===== config.mk =====
export PLATFORM = sky130hd
export DESIGN_NAME = tt_clk_div_ctrl_flat
export DESIGN_NICKNAME = d
export VERILOG_FILES = /design/src/rtl/tt_clk_div_pkg.sv /design/src/rtl/tt_clk_div_ctrl_if.sv /design/src/rtl/tt_clk_div_ctrl_cnt.sv /design/src/rtl/tt_clk_div_ctrl.sv /design/src/flat_wrapper.sv
export SDC_FILE = /design/constraint.sdc
export NUM_CORES = 1
export LEC_CHECK = 0
export BUFFER_PORTS_ARGS = -buffer_cell sky130_fd_sc_hd__buf_2
export CORE_MARGIN = 2
export CORE_UTILIZATION = 54
export DETAILED_ROUTE_END_ITERATION = 10
export PLACE_DENSITY = 0.8
export SLEW_MARGIN = 30
export SYNTH_ARGS = -nofsm -noshare
export SYNTH_HDL_FRONTEND = slang
export SYNTH_SLANG_ARGS = --single-unit

===== constraint.sdc =====
create_clock -name i_clk_gen -period 3.4 [get_ports i_clk_gen]
set_input_delay 0.68 -clock i_clk_gen [delete_from_list [all_inputs] [get_ports i_clk_gen]]
set_output_delay 0.68 -clock i_clk_gen [all_outputs]
set_load 0.1 [all_outputs]

===== src/rtl/tt_clk_div_pkg.sv =====
// Shared types and helpers for the feedback-clock divider ratio-change controller.
package tt_clk_div_pkg;

  localparam int unsigned RATIO_W   = 4;
  localparam int unsigned RATIO_MIN = 2;

  typedef logic [RATIO_W-1:0] ratio_t;

  typedef enum logic [2:0] {
    StLocked = 3'd0,
    StDrain  = 3'd1,
    StGate   = 3'd2,
    StLoad   = 3'd3,
    StSettle = 3'd4
  } clk_div_state_e;

  localparam logic [2:0] ST_LOCKED = StLocked;
  localparam logic [2:0] ST_DRAIN  = StDrain;
  localparam logic [2:0] ST_GATE   = StGate;
  localparam logic [2:0] ST_LOAD   = StLoad;
  localparam logic [2:0] ST_SETTLE = StSettle;

  function automatic int unsigned cnt_width(input int unsigned n);
    return (n < 2) ? 1 : $clog2(n);
  endfunction

  // Counters are cleared to 0 and count down, so after k events they hold -k mod 2^w.
  // This returns the value seen while the n-th event is being processed.
  function automatic int unsigned cnt_last(input int unsigned n, input int unsigned w);
    return ((32'd1 << w) - (n - 32'd1)) % (32'd1 << w);
  endfunction

  function automatic ratio_t clamp_ratio(input ratio_t r);
    return (r < ratio_t'(RATIO_MIN)) ? ratio_t'(RATIO_MIN) : r;
  endfunction

endpackage


===== src/rtl/tt_clk_div_ctrl_if.sv =====
// Ratio-change request handshake between a requester and tt_clk_div_ctrl.
interface tt_clk_div_ctrl_if;
  import tt_clk_div_pkg::*;

  logic   req_valid;
  logic   req_ready;
  ratio_t req_ratio;

  modport master (
    output req_valid,
    output req_ratio,
    input  req_ready
  );

  modport slave (
    input  req_valid,
    input  req_ratio,
    output req_ready
  );

endinterface


===== src/rtl/tt_clk_div_ctrl_cnt.sv =====
// Loadable down-counter with scan shift; bit 0 is the scan entry, the MSB is the scan exit.
module tt_clk_div_ctrl_cnt #(
  parameter int unsigned W = 2
) (
  input  logic         i_clk_gen,
  input  logic         i_rst_n,
  input  logic         i_scan_en,
  input  logic         i_scan_in,
  input  logic         i_load,
  input  logic [W-1:0] i_load_val,
  input  logic         i_dec,
  output logic [W-1:0] o_cnt,
  output logic         o_scan_out
);

  logic [W-1:0] cnt_q, cnt_d;

  always_comb begin
    cnt_d = cnt_q;
    if (i_scan_en) begin
      cnt_d = W'({cnt_q, i_scan_in});
    end else if (i_load) begin
      cnt_d = i_load_val;
    end else if (i_dec) begin
      cnt_d = cnt_q - W'(1);
    end
  end

  always_ff @(posedge i_clk_gen or negedge i_rst_n) begin
    if (!i_rst_n) begin
      cnt_q <= '0;
    end else begin
      cnt_q <= cnt_d;
    end
  end

  assign o_cnt      = cnt_q;
  assign o_scan_out = cnt_q[W-1];

endmodule


===== src/rtl/tt_clk_div_ctrl.sv =====
// Sequences glitch-free ratio changes of the feedback-clock divider.
// Optional DRAIN timeout with sticky o_err: define CLK_DIV_CTRL_TIMEOUT_EN.
module tt_clk_div_ctrl
  import tt_clk_div_pkg::*;
#(
  parameter int unsigned DEFAULT_RATIO  = 3,
  parameter int unsigned GATE_CYCLES    = 2,
  parameter int unsigned SETTLE_TCS     = 4
`ifdef CLK_DIV_CTRL_TIMEOUT_EN
  ,
  parameter int unsigned TIMEOUT_CYCLES = 64
`endif
) (
  input  logic             i_clk_gen,
  input  logic             i_rst_n,
  tt_clk_div_ctrl_if.slave req,
  input  logic             i_div_tc,
  output logic             o_div_en,
  output ratio_t           o_div_ratio,
  output logic             o_locked,
  output logic             o_busy,
  output logic             o_err,
  input  logic             i_scan_en,
  input  logic             i_scan_in,
  output logic             o_scan_out
);

  localparam int unsigned GateW   = cnt_width(GATE_CYCLES);
  localparam int unsigned SettleW = cnt_width(SETTLE_TCS);
  localparam logic [GateW-1:0]   GateLast   = GateW'(cnt_last(GATE_CYCLES, GateW));
  localparam logic [SettleW-1:0] SettleLast = SettleW'(cnt_last(SETTLE_TCS, SettleW));

  logic [2:0] state_q, state_d;
  ratio_t     pend_q, pend_d;
  ratio_t     ratio_q, ratio_d;

  logic [GateW-1:0]   gate_cnt;
  logic [SettleW-1:0] settle_cnt;
  logic               gate_so, settle_so;

  logic in_drain, in_gate, in_settle;
  assign in_drain  = (state_q == ST_DRAIN);
  assign in_gate   = (state_q == ST_GATE);
  assign in_settle = (state_q == ST_SETTLE);

`ifdef CLK_DIV_CTRL_TIMEOUT_EN
  localparam int unsigned ToutW = cnt_width(TIMEOUT_CYCLES);
  localparam logic [ToutW-1:0] ToutLast = ToutW'(cnt_last(TIMEOUT_CYCLES, ToutW));

  logic [ToutW-1:0] tout_cnt;
  logic             tout_so;
  logic             err_q, err_d;
`endif

  always_comb begin
    state_d = state_q;
    pend_d  = pend_q;
    ratio_d = ratio_q;
`ifdef CLK_DIV_CTRL_TIMEOUT_EN
    err_d   = err_q;
`endif
    if (i_scan_en) begin
      state_d = 3'({state_q, i_scan_in});
      pend_d  = ratio_t'({pend_q, state_q[2]});
      ratio_d = ratio_t'({ratio_q, pend_q[RATIO_W-1]});
`ifdef CLK_DIV_CTRL_TIMEOUT_EN
      err_d   = tout_so;
`endif
    end else begin
      unique case (state_q)
        ST_LOCKED: begin
          if (req.req_valid) begin
            pend_d = clamp_ratio(req.req_ratio);
            if (pend_d != ratio_q) state_d = ST_DRAIN;
          end
        end
        ST_DRAIN: begin
          if (i_div_tc) begin
            state_d = ST_GATE;
`ifdef CLK_DIV_CTRL_TIMEOUT_EN
          end else if (tout_cnt == ToutLast) begin
            err_d   = 1'b1;
            state_d = ST_GATE;
`endif
          end
        end
        ST_GATE: begin
          if (gate_cnt == GateLast) state_d = ST_LOAD;
        end
        ST_LOAD: begin
          ratio_d = pend_q;
          state_d = ST_SETTLE;
        end
        ST_SETTLE: begin
          if (i_div_tc && (settle_cnt == SettleLast)) state_d = ST_LOCKED;
        end
        // Encodings 5..7 are only reachable by scan load; recover by re-settling.
        default: state_d = ST_SETTLE;
      endcase
    end
  end

  always_ff @(posedge i_clk_gen or negedge i_rst_n) begin
    if (!i_rst_n) begin
      state_q <= ST_SETTLE;
      pend_q  <= ratio_t'(DEFAULT_RATIO);
      ratio_q <= ratio_t'(DEFAULT_RATIO);
    end else begin
      state_q <= state_d;
      pend_q  <= pend_d;
      ratio_q <= ratio_d;
    end
  end

  // Each counter is held at 0 outside its own state.
  tt_clk_div_ctrl_cnt #(
    .W (GateW)
  ) u_gate_cnt (
    .i_clk_gen  (i_clk_gen),
    .i_rst_n    (i_rst_n),
    .i_scan_en  (i_scan_en),
    .i_scan_in  (ratio_q[RATIO_W-1]),
    .i_load     (!in_gate),
    .i_load_val ('0),
    .i_dec      (in_gate),
    .o_cnt      (gate_cnt),
    .o_scan_out (gate_so)
  );

  tt_clk_div_ctrl_cnt #(
    .W (SettleW)
  ) u_settle_cnt (
    .i_clk_gen  (i_clk_gen),
    .i_rst_n    (i_rst_n),
    .i_scan_en  (i_scan_en),
    .i_scan_in  (gate_so),
    .i_load     (!in_settle),
    .i_load_val ('0),
    .i_dec      (in_settle && i_div_tc),
    .o_cnt      (settle_cnt),
    .o_scan_out (settle_so)
  );

`ifdef CLK_DIV_CTRL_TIMEOUT_EN
  tt_clk_div_ctrl_cnt #(
    .W (ToutW)
  ) u_tout_cnt (
    .i_clk_gen  (i_clk_gen),
    .i_rst_n    (i_rst_n),
    .i_scan_en  (i_scan_en),
    .i_scan_in  (settle_so),
    .i_load     (!in_drain),
    .i_load_val ('0),
    .i_dec      (in_drain && !i_div_tc),
    .o_cnt      (tout_cnt),
    .o_scan_out (tout_so)
  );

  always_ff @(posedge i_clk_gen or negedge i_rst_n) begin
    if (!i_rst_n) begin
      err_q <= 1'b0;
    end else begin
      err_q <= err_d;
    end
  end

  assign o_err      = err_q;
  assign o_scan_out = err_q;
`else
  assign o_err      = 1'b0;
  assign o_scan_out = settle_so;
`endif

  assign o_div_en      = !(in_gate || (state_q == ST_LOAD));
  assign o_div_ratio   = ratio_q;
  assign o_locked      = (state_q == ST_LOCKED);
  assign o_busy        = !o_locked;
  assign req.req_ready = o_locked;

endmodule

===== src/flat_wrapper.sv =====
// flat-port wrapper written by rule: the top's interface ports become plain ports
module tt_clk_div_ctrl_flat import tt_clk_div_pkg::*;
#(
  parameter int unsigned DEFAULT_RATIO  = 3,
  parameter int unsigned GATE_CYCLES    = 2,
  parameter int unsigned SETTLE_TCS     = 4

)
  (i_clk_gen, i_rst_n, i_div_tc, o_div_en, o_div_ratio, o_locked, o_busy, o_err, i_scan_en, i_scan_in, o_scan_out, req_req_valid, req_req_ratio, req_req_ready);
  tt_clk_div_ctrl_if req_i ();
  input  logic i_clk_gen;
  input  logic i_rst_n;
  input  logic i_div_tc;
  output logic o_div_en;
  output ratio_t o_div_ratio;
  output logic o_locked;
  output logic o_busy;
  output logic o_err;
  input  logic i_scan_en;
  input  logic i_scan_in;
  output logic o_scan_out;
  input wire logic [$bits(req_i.req_valid)-1:0] req_req_valid;
  input wire logic [$bits(req_i.req_ratio)-1:0] req_req_ratio;
  output wire logic [$bits(req_i.req_ready)-1:0] req_req_ready;
  assign req_i.req_valid = req_req_valid;
  assign req_i.req_ratio = req_req_ratio;
  assign req_req_ready = req_i.req_ready;
  tt_clk_div_ctrl #(.DEFAULT_RATIO(DEFAULT_RATIO), .GATE_CYCLES(GATE_CYCLES), .SETTLE_TCS(SETTLE_TCS)) u_core (.i_clk_gen(i_clk_gen), .i_rst_n(i_rst_n), .req(req_i), .i_div_tc(i_div_tc), .o_div_en(o_div_en), .o_div_ratio(o_div_ratio), .o_locked(o_locked), .o_busy(o_busy), .o_err(o_err), .i_scan_en(i_scan_en), .i_scan_in(i_scan_in), .o_scan_out(o_scan_out));
endmodule

==> flow_summary_export.csv <==
group,metric,value,unit
grt,grt_max_degree,25,
floorplan,die_y,44.2,um
route,route.met2.wl,835,um
worst_setup_path,path_cells,"nor2_1 -> nand2_1 -> inv_1 -> buf_2",
worst_setup_path,r2r_start,"u_core.state_q[2]$_DFFE_PN1P_",
grt,antenna_found_initial,0,
timing,worst_slew_pin_slew,0.637,ns
timing,final.setup_skew,0.00554,ns
cells_and_area,drive_gt1_share,25.7,%
floorplan,die_w,44.2,um
worst_setup_path,required,2.72,ns
worst_setup_path,worst_r2r_endpoint,"u_core.o_div_ratio[3]$_DFFE_PN0P_",
cells_and_area,multi_input_area,437,um^2
placement,globalplace.congestion,0.796,
yosys,synth_nets,111,
yosys,synth_edf_count,0,
worst_setup_path,startpoint,"u_core.state_q[1]$_DFFE_PN0P_",
yosys,synthArstFlopShare,100,%
grt,grt_pass1_vias,665,
route,highest_layer,"met4",
clock_tree,cts-root-buf,"clkbuf_4",
yosys,yosysTopAreaCell,"dfrtp_1",
grt,grt_overflow_total,0,
yosys,yosysSeqAreaShare,40.8,%
yosys,yosysMostFrequentCell,"nand2_1",
worst_setup_path,regToRegSetupSlack,1.87,ns
grt,grtUsageTotal,20.3,%
route,routed_wl,1.73,mm
cells_and_area,area_growth,9.31,%
yosys,synth.avg_cell_area,8.73,um^2
route,wl_met1,816,um
timing,tns,0,ns
cells_and_area,fillerInstances,140,
cells_and_area,antenna_cells,0,
floorplan,ios,20,
clock_tree,cts_buffer_depth,2,
clock_tree,cts_buffers,3,
clock_tree,post_cts_buffers,0,
worst_setup_path,critPathArrivalTime,1.57,ns
worst_setup_path,startpoint_type,"register",
route,post_drt_wl_per_cell,13.4,um
yosys,synth-seq-cells,14,
floorplan,die-area,0.00195,mm^2
yosys,yosysWarnings,0,
route,dr.pass1.iters,4,
clock_tree,cts_resized,0,
job,timing.max_cap.violations,0,
floorplan,num_rows,14,
yosys,synth_top_area_share,25.8,%
yosys,synth_cell_types,31,
worst_setup_path,r2r_cells,3,
timing,rsz0062_at_grt,"false",
floorplan,coreArea,0.00151,mm^2
timing,slew_viol_final,0,
cells_and_area,regArea,357,um^2
yosys,ys_top_cells_by_count,"nand2_1 (16), o21ai_0 (11), dfrtp_1 (9)",
yosys,synthCells,100,
route,drc,0,
worst_setup_path,cp_max_fo,10,
cells_and_area,nets,125,
timing,fin_hold_ws,0.278,ns
timing,setup_viol,0,
outcome,status,"complete, no violations",
timing,slew-limit-headroom,57.4,%
route,drtIter0Drc,21,
route,met3WireLength,72,um
clock_tree,clock-sinks,14,
worst_setup_path,crit_type,"register to output pin",
yosys,ys_top_cells_by_area,"dfrtp_1 (26%), dfstp_2 (15%), mux2i_1 (6.9%), nand2_1 (6.9%), o21ai_0 (6.3%)",
clock_tree,clkTransAtPathRegs,0.09,ns
clock_tree,cts_tree,"done",
hold_path,hold_class,"primary input to async pin",
grt,grt_pass1_wl,2.89,mm
route,vias,759,
clock_tree,clock_latency,0.28,ns
worst_setup_path,end_kind,"output pin",
timing,post-route-period-util,66.3,%
route,vias_per_cell,5.88,
placement,numPortBuffers,18,
timing,period_needed,2.25,ns
clock_tree,hold_buffers,0,
worst_setup_path,cpPeakStageDelay,0.49,ns
yosys,netlist_area,873,um^2
worst_setup_path,slowest_stage,"dfrtp_1",
clock_tree,cts_max_level,1,
timing,final-hold-violation-count,0,
yosys,synth_flop_cell,"dfrtp_1",
placement,dp_hpwl,1.29,mm
timing,fmax,444,MHz
floorplan,start_util,58.0,%
route,drt.antenna.violating_nets,0,
logic make-up (layout without fill, tap and decap cells):
group                      Yosys count  in the layout  synth area share (%)
and+or+nand+nor                     36             36                  19.1
DFF                                 14             14                  40.8
other                                1              1                 0.429
adders and majority gates            1              1                  1.43
muxes                                6              6                  6.88
xor gates and xnor gates             3              3                  3.01
AOI/OAI and AO/OA                   26             26                  19.2
buffers and inverters               13             26                  9.17
flip-flops by register name, indices dropped and copies added, names as in the netlist:
register / cells
u_core.o_div_ratio: 4
u_core.pend_q: 4
u_core.state_q: 3
u_core.u_gate_cnt.o_cnt: 1
u_core.u_settle_cnt.o_cnt: 2
through the flow:
stage / worst slack [ns] / cell area, um^2 / instances / util (%)
2_1_floorplan: 0.216 / 873 / 100 / -
3_3_place_gp: 1.50 / 918 / 125 / 61.0
3_5_place_dp: 1.46 / 918 / 125 / 61.0
4_1_cts: 1.15 / 955 / 129 / 63.4
5_1_grt: 1.06 / 955 / 129 / 63.4
6_report: 1.15 / 955 / 129 / 63.4
placed cells by master, fill, tap and decap left out, drive strengths merged, types with 4 or more instances in the layout:
cell / count
nand2: 16
inv: 4
mux2i: 6
buf: 18
nor2: 8
clkbuf: 4
o21ai: 11
dfrtp: 9
dfstp: 5
area by class of cell:
| class | count | area share, % |
|---|---|---|
| multi-input cells | 73 | 45.7 |
| flip-flops and latches | 14 | 37.4 |
| repair buffers | 18 | 9.44 |
| clock buffers | 4 | 3.80 |
| well taps | 16 | 2.10 |
| inverters | 4 | 1.57 |
per-layer routing:
layer	global-route usage, %	vias to the layer above
met5	0	-
met4	9.09	0
met3	3.67	2
met2	33.8	19
met1	25.8	362
li1	-	376
worst max path at each step:
stage	to	depth (start not counted)	slack, ns
after detailed placement	o_locked	4	1.46
final	o_locked	4	1.15
after global placement	o_locked	4	1.50
after global routing	o_locked	4	1.06
after floorplan	req_req_ready	5	0.22
after CTS	o_locked	4	1.15
critical path, delay by kind of cell (launching register included):
kind                   cells  cell delay, ns
AND/OR/NAND/NOR            2            0.26
buffers and inverters      2            0.53
flip-flops                 1            0.49
Power is not shown: default switching activity piles up to over one toggle a cycle in this logic, so the estimate is an artifact.
